**src/rtl/clint_trap_sequencer_pkg.sv**
```systemverilog
// Shared definitions for the machine-mode trap sequencer: CSR addresses, mstatus
// bit positions, cause codes, FSM states and the pure CSR/target helper functions.
package clint_trap_sequencer_pkg;

  localparam logic [11:0] CSR_MSTATUS = 12'h300;
  localparam logic [11:0] CSR_MTVEC   = 12'h305;
  localparam logic [11:0] CSR_MEPC    = 12'h341;
  localparam logic [11:0] CSR_MCAUSE  = 12'h342;

  localparam int unsigned MSTATUS_MIE  = 3;
  localparam int unsigned MSTATUS_MPIE = 7;

  localparam logic [31:0] CAUSE_M_EXT   = 32'h8000_000B;
  localparam logic [31:0] CAUSE_M_TIMER = 32'h8000_0007;
  localparam logic [31:0] CAUSE_ECALL_M = 32'd11;

  localparam logic [1:0] MTVEC_MODE_VECTORED = 2'd1;

  typedef enum logic [2:0] {
    ST_IDLE,
    ST_ENT_EPC,
    ST_ENT_CAUSE,
    ST_ENT_STAT,
    ST_ENT_JUMP,
    ST_RET_STAT,
    ST_RET_JUMP
  } state_e;

  function automatic logic [31:0] align4(input logic [31:0] addr);
    return addr & 32'hFFFF_FFFC;
  endfunction

  // Vectored mode only applies to interrupts; synchronous traps always use the base.
  function automatic logic [31:0] trap_target(input logic [31:0] mtvec,
                                              input logic [31:0] cause,
                                              input logic        is_irq);
    logic [31:0] base;
    base = align4(mtvec);
    if (is_irq && (mtvec[1:0] == MTVEC_MODE_VECTORED))
      return base + {25'd0, cause[4:0], 2'b00};
    return base;
  endfunction

  function automatic logic [31:0] mstatus_on_entry(input logic [31:0] mstatus);
    logic [31:0] r;
    r               = mstatus;
    r[MSTATUS_MPIE] = mstatus[MSTATUS_MIE];
    r[MSTATUS_MIE]  = 1'b0;
    return r;
  endfunction

  function automatic logic [31:0] mstatus_on_return(input logic [31:0] mstatus);
    logic [31:0] r;
    r               = mstatus;
    r[MSTATUS_MIE]  = mstatus[MSTATUS_MPIE];
    r[MSTATUS_MPIE] = 1'b1;
    return r;
  endfunction

endpackage

```
**src/rtl/clint_trap_sequencer.sv**
```systemverilog
// Trap-entry / trap-return sequencer: walks the CSR write port through
// mepc/mcause/mstatus updates while stalling, then redirects and flushes.
module clint_trap_sequencer
  import clint_trap_sequencer_pkg::*;
(
  input  logic        clk,
  input  logic        rst,
  input  logic        ext_irq,
  input  logic        timer_irq,
  input  logic        ecall_id,
  input  logic        mret_id,
  input  logic [31:0] epc_in,
  input  logic        interrupt_enable,
  input  logic [31:0] clint_csr_mstatus,
  input  logic [31:0] clint_csr_mepc,
  input  logic [31:0] clint_csr_mtvec,
  input  logic        csr_we_ex,
  output logic        we_clint,
  output logic [11:0] wa_clint,
  output logic [31:0] wd_clint,
  output logic        stall,
  output logic        flush,
  output logic        redirect_valid,
  output logic [31:0] redirect_pc,
  output logic        trap_ack
);

  state_e      state;
  logic [31:0] epc_q;
  logic [31:0] cause_q;
  logic        irq_q;

  logic take_irq;
  logic accept;

  assign take_irq = interrupt_enable && (ext_irq || timer_irq);
  assign accept   = !rst && (state == ST_IDLE) && (take_irq || ecall_id || mret_id);
  assign trap_ack = accept;

  // NOTE: state and latched request data use non-blocking assignments so every
  // register samples pre-edge values; blocking here would create order races.
  always_ff @(posedge clk) begin
    if (rst) begin
      state   <= ST_IDLE;
      epc_q   <= 32'd0;
      cause_q <= 32'd0;
      irq_q   <= 1'b0;
    end else begin
      case (state)
        ST_IDLE: begin
          if (take_irq) begin
            epc_q   <= epc_in;
            cause_q <= ext_irq ? CAUSE_M_EXT : CAUSE_M_TIMER;
            irq_q   <= 1'b1;
            state   <= ST_ENT_EPC;
          end else if (ecall_id) begin
            epc_q   <= epc_in;
            cause_q <= CAUSE_ECALL_M;
            irq_q   <= 1'b0;
            state   <= ST_ENT_EPC;
          end else if (mret_id) begin
            state   <= ST_RET_STAT;
          end
        end
        // Write states hold while EX owns the CSR write port.
        ST_ENT_EPC:   if (!csr_we_ex) state <= ST_ENT_CAUSE;
        ST_ENT_CAUSE: if (!csr_we_ex) state <= ST_ENT_STAT;
        ST_ENT_STAT:  if (!csr_we_ex) state <= ST_ENT_JUMP;
        ST_ENT_JUMP:  state <= ST_IDLE;
        ST_RET_STAT:  if (!csr_we_ex) state <= ST_RET_JUMP;
        ST_RET_JUMP:  state <= ST_IDLE;
        default:      state <= ST_IDLE;
      endcase
    end
  end

  // NOTE: every output gets a default before the case so no path leaves one
  // unassigned, which would otherwise infer a latch.
  always_comb begin
    we_clint       = 1'b0;
    wa_clint       = 12'd0;
    wd_clint       = 32'd0;
    stall          = 1'b0;
    flush          = 1'b0;
    redirect_valid = 1'b0;
    redirect_pc    = 32'd0;
    if (!rst) begin
      stall = (state != ST_IDLE);
      case (state)
        ST_ENT_EPC: if (!csr_we_ex) begin
          we_clint = 1'b1;
          wa_clint = CSR_MEPC;
          wd_clint = epc_q;
        end
        ST_ENT_CAUSE: if (!csr_we_ex) begin
          we_clint = 1'b1;
          wa_clint = CSR_MCAUSE;
          wd_clint = cause_q;
        end
        // mstatus is read live so an earlier EX write to it is not lost.
        ST_ENT_STAT: if (!csr_we_ex) begin
          we_clint = 1'b1;
          wa_clint = CSR_MSTATUS;
          wd_clint = mstatus_on_entry(clint_csr_mstatus);
        end
        ST_RET_STAT: if (!csr_we_ex) begin
          we_clint = 1'b1;
          wa_clint = CSR_MSTATUS;
          wd_clint = mstatus_on_return(clint_csr_mstatus);
        end
        ST_ENT_JUMP: begin
          flush          = 1'b1;
          redirect_valid = 1'b1;
          redirect_pc    = trap_target(clint_csr_mtvec, cause_q, irq_q);
        end
        ST_RET_JUMP: begin
          flush          = 1'b1;
          redirect_valid = 1'b1;
          redirect_pc    = align4(clint_csr_mepc);
        end
        default: ;
      endcase
    end
  end

endmodule
```
**config.mk**
```make
export PLATFORM = sky130hd
export DESIGN_NAME = clint_trap_sequencer
export DESIGN_NICKNAME = d
export VERILOG_FILES = /design/src/rtl/clint_trap_sequencer_pkg.sv /design/src/rtl/clint_trap_sequencer.sv
export SDC_FILE = /design/constraint.sdc
export NUM_CORES = 1
export LEC_CHECK = 0
export ABC_AREA = 1
export BUFFER_PORTS_ARGS = -buffer_cell sky130_fd_sc_hd__buf_2
export CELL_PAD_IN_SITES_DETAIL_PLACEMENT = 1
export CELL_PAD_IN_SITES_GLOBAL_PLACEMENT = 2
export CORE_MARGIN = 5
export CORE_UTILIZATION = 22
export CTS_CLUSTER_DIAMETER = 50
export DETAILED_ROUTE_END_ITERATION = 8
export GPL_TIMING_DRIVEN = 1
export PLACE_DENSITY = 0.95
export SYNTH_ARGS = -nofsm -noshare
export SYNTH_HDL_FRONTEND = slang
export SYNTH_SLANG_ARGS = --single-unit
```
**constraint.sdc**
```tcl
create_clock -name clk -period 3.3 [get_ports clk]
set_input_delay 0.165 -clock clk [delete_from_list [all_inputs] [get_ports clk]]
set_output_delay 0.165 -clock clk [all_outputs]
set_load 0.05 [all_outputs]
```
==> results by group, run 1 <==
GRT
  • Total track usage: 16.3%
  • Vias in the first global route: 4,777
  • Largest net degree at the start of global routing: 41
  • First-pass GRT wire length: 24,600 um
  • Total grt overflow: 0
  • Antenna violations before repair: 1

Floorplan
  • Die height: 137 um
  • Cell row count: 46
  • Initial Utilization: 22.4%
  • Die area: 0.0187 mm2
  • Chip width: 137 um
  • Num ports: 217
  • Core area: 0.0158 mm2

Clock network
  • CTS tree: yes
  • Post-CTS resize count: 0
  • CTS Root Cell: clkbuf_16
  • Clock sinks: 39
  • Htree depth: 2
  • # Post-CTS Setup Buffers: 0
  • Worst-skew pair later-pin latency: 0.29 ns
  • CTS Buf Count: 5
  • Deepest clock path buffer count: 2
  • Cts hold-fix bufs: 0
  • Clk pin slew, worst setup/hold paths: 0.06 ns

Worst setup path
  • CP cell instances: ha_1 > fa_1 > nand2_1 > nor2_1 > nor2_2 > nor2_8 > nand4_1 > clkinv_1 > nand2_1 > nand3_1 > a21oi_1 > buf_2
  • Worst setup SP type: flop
  • Crit. End Element: output pin
  • Cell mode on critical path: nand2_1
  • Biggest cell delay along the critical path: 0.39 ns
  • Crit Path Max Fanout: 5
  • CP arrival: 2.62 ns
  • Worst r2r src: state[0]
  • Kind of critical path: reg2out
  • Req. time, crit path: 3.13 ns
  • CP startpoint: cause_q[1]
  • CP max stage cell: fa_1

Placed design
  • Port-buffer cells: 205
  • RePlAce Congestion: 0.861
  • Dpl hpwl: 12,600 um
  • Dpl ws: 0.803 ns

Drt
  • Routed vias: 4,708
  • Initial DRC Count: 189
  • Vias per cell: 4.67
  • Total wire length: 15,700 um
  • Antenna Nets Post-Route: 0
  • Avg WL per Cell: 15.5 um
  • Drt drc: 0
  • First-pass DRT Iterations: 4

Cells and area
  • Antenna diode count: 0
  • Area Overhead vs Synth: 38.1%
  • Storage cell area: 781 um2
  • Fillers: 2,135
  • Ratio of cells with drive above 1 in the final layout: 31.0%
  • Area of the multi-input gates: 0.00239 mm2
  • Most frequent cells in the layout: buf_2, nor2_1, nand2_1, a21oi_1
  • Leading cell type in the layout, fill and taps excluded: buf_2
  • # nets final: 933

Timing
  • Hold Violations, Final: 0
  • RSZ-0062 raised after global routing: no
  • Setup-failing EPs final: 0
  • Max-slew headroom: 28.6%
  • Final worst slack: 0.513 ns
  • Tmin final: 2.79 ns
  • Tcrit/Tclk final: 84.5%
  • Achievable frequency: 359 MHz
  • Worst Max-Slew Pin Slew: 1.07 ns
  • Final Max Tran Viols: 0
  • Setup TNS Final: 0 ns
  • Skew final: 0.00674 ns

Yosys
  • Post-synthesis mux area share: 0%
  • Flops & latches, synth: 39
  • Post-synthesis adder-cell area fraction: 1.98%
  • Largest family of logic cells by synthesized area: simple AND/OR/NAND/NOR gates
  • Synth Area in Simple Gates: 41.1%
  • Post-Synth XOR/XNOR Area: 0.247%
  • Synth cell types: 41
  • Syn avg cell area: 5.84 um2
  • Syn. warnings: 0
  • Gate Count Post-Synth: 606
  • Post-synthesis compound-gate area fraction: 23.2%
  • Mapped cell area: 0.00354 mm2
  • Seq/Total Area, Yosys: 22.0%

Worst hold path
  • Min-delay src: epc_in[16]
  • Worst min path class: in2reg

Pwr
  • P_leak: 2.48 nW
  • Worst vdd ir: 0.391 mV
  • Power per standard cell area: 644 mW/mm2

Job
  • Max Cap Violations: 0

Status
  • Status: finished clean
Yosys cell counts, drive strengths merged:
cell type | count | area [um2]
nor2 | 145 | 614
nand2 | 129 | 494
inv | 50 | 190
o21ai | 48 | 244
a21oi | 45 | 225
dfxtp | 39 | 781
nand3 | 37 | 203
a32oi | 24 | 210
buf | 21 | 133
clkbuf | 19 | 71.3
nand4 | 10 | 62.6
o21bai | 5 | 37.5
ha | 4 | 50.1
o211ai | 4 | 30.0
or2 | 4 | 25.0
a22oi | 3 | 22.5
a32o | 3 | 30.0
nand3b | 3 | 22.5
nor3 | 3 | 20.0
clkinv | 2 | 7.51
a211oi | 1 | 7.51
a21o | 1 | 7.51
a31oi | 1 | 6.26
conb | 1 | 3.75
fa | 1 | 20.0
nor3b | 1 | 7.51
nor4 | 1 | 6.26
xor2 | 1 | 8.76
cell type report:
cell class              instances  share of cell area (%)
inverters                      52                    4.04
clock buffers                   6                    2.84
multi-input cells             483                    48.9
well taps                     216                    5.53
repair buffers                211                    21.9
clock inverters                 2                   0.793
flip-flops and latches         39                    16.0
per-layer routing:
layer	wire length, um	part of all wire, %	track usage (%)	vias up
met5	7	0.045	0	-
met4	368	2.3	5.10	2
met3	1600	10	5.74	21
met2	7010	45	27.2	186
met1	6700	43	19.8	2133
li1	-	-	-	2366
report_power, final:
part | switching [mW] | internal, mW
Combinational | 1.28 | 0.466
Sequential | 0.141 | 0.677
Clock | 0.207 | 0.380
Total | 1.62 | 1.52
sequential cells by signal (all words and copies together), names as in the netlist:
signal,count
state,3
epc_q,32
cause_q,4
worst paths after layout:
check,end,slack (ns),cells past startpoint
worst max-delay path,redirect_pc[22],0.51,12
worst min-delay path,epc_q[16],0.11,3
worst max register to register,state[2],1.37,7
worst min register to register,epc_q[17],0.48,2
through the flow:
step	hold WS [ns]	cells	util (%)	instance area [um2]	total power, mW
floorplan	0.314	614	-	3570	2.09
global placement	0.403	1001	29.8	4710	2.56
detailed placement	0.418	1001	29.8	4710	2.59
CTS	0.104	1009	30.9	4890	3.19
global route	0.122	1009	30.9	4890	3.41
finish	0.110	1009	30.9	4890	3.15
worst max-delay path, delay by kind of cell (launching register included):
kind	cells	cell delay (ns)
and+or+nand+nor	7	0.80
adders and majority gates	2	0.64
buffers and inverters	2	0.40
DFF	1	0.37
AOI/OAI and AO/OA	1	0.14
cell families (layout without fill, tap and decap cells):
| family | count (synthesis) | after routing |
|---|---|---|
| AO/OA/AOI/OAI | 135 | 135 |
| XOR/XNOR | 1 | 1 |
| other | 1 | 9 |
| buffers and inverters | 92 | 271 |
| AND/OR/NAND/NOR | 333 | 333 |
| flip-flops | 39 | 39 |
| adder cells (fa/ha/maj) | 5 | 5 |
Note: power is estimated with default switching activity, not from simulation.
==> inputs of run 2 (changes only) <==
--- a/config.mk
+++ b/config.mk
@@ -10,11 +10,11 @@
 export CELL_PAD_IN_SITES_DETAIL_PLACEMENT = 1
 export CELL_PAD_IN_SITES_GLOBAL_PLACEMENT = 2
 export CORE_MARGIN = 5
-export CORE_UTILIZATION = 22
+export CORE_UTILIZATION = 20
 export CTS_CLUSTER_DIAMETER = 50
 export DETAILED_ROUTE_END_ITERATION = 8
 export GPL_TIMING_DRIVEN = 1
-export PLACE_DENSITY = 0.95
+export PLACE_DENSITY = 0.91
 export SYNTH_ARGS = -nofsm -noshare
 export SYNTH_HDL_FRONTEND = slang
 export SYNTH_SLANG_ARGS = --single-unit
==> constraint.sdc (replaced) <==
create_clock -name clk -period 2.7 [get_ports clk]
set_input_delay 0.135 -clock clk [delete_from_list [all_inputs] [get_ports clk]]
set_output_delay 0.135 -clock clk [all_outputs]
set_load 0.05 [all_outputs]
==> results by group, run 2 (synthesis gave the netlist of run 1 again) <==
Timing
  • Hold Violations, Final: 0 (unchanged)
  • Setup TNS Final: 0 ns (unchanged)
  • Max-slew headroom: 59.6% (was 28.6%)
  • Achievable frequency: 395 MHz
  • Final worst slack: 0.168 ns (was 0.513 ns)
  • Tcrit/Tclk final: 93.8%
  • Setup-failing EPs final: 0 (unchanged)
  • Skew final: 0.00304 ns (was 0.00674 ns)
  • Final Max Tran Viols: 0 (unchanged)
  • Tmin final: 2.53 ns
  • Hold_ws: 0.0825 ns (was 0.110 ns)
  • Worst Max-Slew Pin Slew: 0.606 ns (was 1.07 ns)

Clock network
  • CTS tree: yes (unchanged)
  • CTS Buf Count: 5 (unchanged)
  • Worst-skew pair later-pin latency: 0.29 ns (about the same)
  • Deepest clock path buffer count: 2 (unchanged)
  • CTS Root Cell: clkbuf_16 (unchanged)
  • Htree depth: 2 (unchanged)
  • Clk pin slew, worst setup/hold paths: 0.06 ns (about the same)
  • Clock sinks: 39 (unchanged)

Worst setup path
  • Crit Path Max Fanout: 4 (was 5)
  • R2R Path End: epc_q[20] (was state[2])
  • CP cell instances: ha_1 > fa_1 > nand2_1 > nor2_2 > nor2_4 > nor2_8 > or2_2 > a32oi_1 > nor2_1 > buf_2 (was ha_1 > fa_1 > nand2_1 > nor2_1 > nor2_2 > nor2_8 > nand4_1 > clkinv_1 > nand2_1 > nand3_1 > a21oi_1 > buf_2)
  • CP startpoint: cause_q[1] (unchanged)
  • Biggest cell delay along the critical path: 0.39 ns (about the same)
  • Worst r2r path cells: 7 (unchanged)
  • CP arrival: 2.40 ns (was 2.62 ns)
  • CP max stage cell: fa_1 (unchanged)
  • FF-to-FF setup slack: 1.17 ns (was 1.37 ns)
  • Crit path to: redirect_pc[6] (was redirect_pc[22])
  • Crit. End Element: output pin (unchanged)
  • Kind of critical path: reg2out (unchanged)
  • Worst r2r src: state[2] (was state[0])
  • Req. time, crit path: 2.57 ns (was 3.13 ns)
  • Worst setup SP type: flop (unchanged)

Cells and area
  • # nets final: 939 (was 933)
  • Most frequent cells in the layout: buf_2, nor2_1, nand2_1, a21oi_1 (unchanged)
  • Area Overhead vs Synth: 39.6% (was 38.1%)
  • Largest Register: epc_q (unchanged)
  • Count of non-filler cells in the finished layout: 1,025 (was 1,009)
  • Ratio of cells with drive above 1 in the final layout: 31.8% (was 31.0%)
  • Leading cell type in the layout, fill and taps excluded: buf_2 (unchanged)
  • Max reg flops: 32 (unchanged)
  • Registers with the most flip-flops: epc_q (32), cause_q (4), state (3) (unchanged)

GRT
  • Antenna violations before repair: 1 (unchanged)
  • Vias in the first global route: 4,863 (was 4,777)
  • Total grt overflow: 0 (unchanged)
  • Largest net degree at the start of global routing: 41 (unchanged)
  • First-pass GRT wire length: 24,800 um (was 24,600 um)
  • Total track usage: 15.0% (was 16.3%)

Drt
  • Antenna Nets Post-Route: 0 (unchanged)
  • Vias per cell: 4.62 (was 4.67)
  • First-pass DRT Iterations: 4 (unchanged)
  • Initial DRC Count: 183 (was 189)
  • Routed vias: 4,734 (was 4,708)
  • Avg WL per Cell: 15.6 um (was 15.5 um)
  • Drt drc: 0 (unchanged)
  • Total wire length: 16,000 um (was 15,700 um)

Floorplan
  • Cell row count: 48 (was 46)
  • Num ports: 217 (unchanged)
  • Core area: 0.0174 mm2 (was 0.0158 mm2)
  • Chip width: 143 um (was 137 um)
  • Initial Utilization: 20.4% (was 22.4%)
  • Die area: 0.0205 mm2 (was 0.0187 mm2)
  • Die height: 143 um (was 137 um)

Pwr
  • Worst vdd ir: 0.433 mV (was 0.391 mV)
  • Sequential power share: 26.3% (was 26.0%)
  • P_leak: 2.50 nW (was 2.48 nW)
  • Clk pwr share: 15.5% (was 18.7%)
  • Total net switching power: 1.99 mW (was 1.62 mW)
  • P_int: 1.78 mW (was 1.52 mW)
  • Sw Ratio: 52.8% (was 51.6%)
  • Power share of the combinational group: 58.2% (was 55.3%)
  • Power per standard cell area: 761 mW/mm2 (was 644 mW/mm2)

Placed design
  • Dpl hpwl: 12,700 um (was 12,600 um)
  • Placed Cells: 1,015 (was 1,001)
  • RePlAce Congestion: 0.868 (was 0.861)
  • Port-buffer cells: 205 (unchanged)
  • Dpl ws: 0.347 ns (was 0.803 ns)

Job
  • Max Cap Violations: 0 (unchanged)

Worst hold path
  • Worst min path class: in2reg (unchanged)

Status
  • Status: finished clean (unchanged)
==> run 2: cell types whose count changed in the layout (fill, tap and decap cells not counted), moves of 2 or more <==
cell      before  now
clkbuf_1       0    2
buf_2        205  198
nor2_1       138  136
clkbuf_4       0    3
buf_4          6   15
==> run 2: metrics by stage <==
step                      util [%]  total power [mW]  cell area, um2
after floorplan                  -              2.56            3570
after global placement        27.4              3.17            4760
after detailed placement      27.4              3.21            4760
after CTS                     28.2              3.81            4900
after global routing          28.5              4.09            4940
final                         28.5              3.76            4940
==> run 2: how the worst min path moves through the flow <==
| stage | start | endpoint | slack, ns | cells past startpoint |
|---|---|---|---|---|
| 2_1_floorplan | epc_in[16] | epc_q[16] | 0.28 | 2 |
| 3_3_place_gp | epc_in[24] | epc_q[24] | 0.37 | 3 |
| 3_5_place_dp | epc_in[24] | epc_q[24] | 0.38 | 3 |
| 4_1_cts | epc_in[24] | epc_q[24] | 0.08 | 3 |
| 5_1_grt | epc_in[24] | epc_q[24] | 0.11 | 3 |
| 6_report | epc_in[24] | epc_q[24] | 0.08 | 3 |
==> run 2: final cells by class <==
cell class,count,area (um2)
diodes,1,2.50
clock buffers,7,133
clock inverters,1,5.00
fillers,2309,12400
inverters,52,198
multi-input cells,483,2400
flip-flops and latches,39,781
well taps,225,282
repair buffers,217,1140
==> run 2: power by group through the flow <==
stage | combinational [mW] | clock [mW] | sequential [mW]
2_1_floorplan | 1.61 | 0 | 0.952
6_report | 2.19 | 0.582 | 0.988
5_1_grt | 2.44 | 0.623 | 1.02
3_3_place_gp | 2.17 | 0 | 0.997
3_5_place_dp | 2.21 | 0 | 0.998
4_1_cts | 2.22 | 0.603 | 0.992
==> run 2: per-layer routing <==
metal / global-route usage [%] / part of all wire, % / up-vias
li1: - / - / 2378
met4: 3.70 / 1.7 / 2
met2: 25.8 / 45 / 180
met3: 4.99 / 9.8 / 16
met5: 0 / 0.081 / -
met1: 18.2 / 43 / 2158
==> run 2: repair_timing <==
item	CTS	global route
setup endpoints to repair	0	10
setup buffers	0	1
endpoints found under the hold margin	0	0
resized for setup	0	17
hold buffers	0	0
==> run 2: critical path: cells and delay by family, from the launching register on <==
family	cells	cell delay, ns
adder cells (fa/ha/maj)	2	0.60
AO/OA/AOI/OAI	1	0.23
buffers and inverters	1	0.23
flip-flops	1	0.31
AND/OR/NAND/NOR	6	0.74
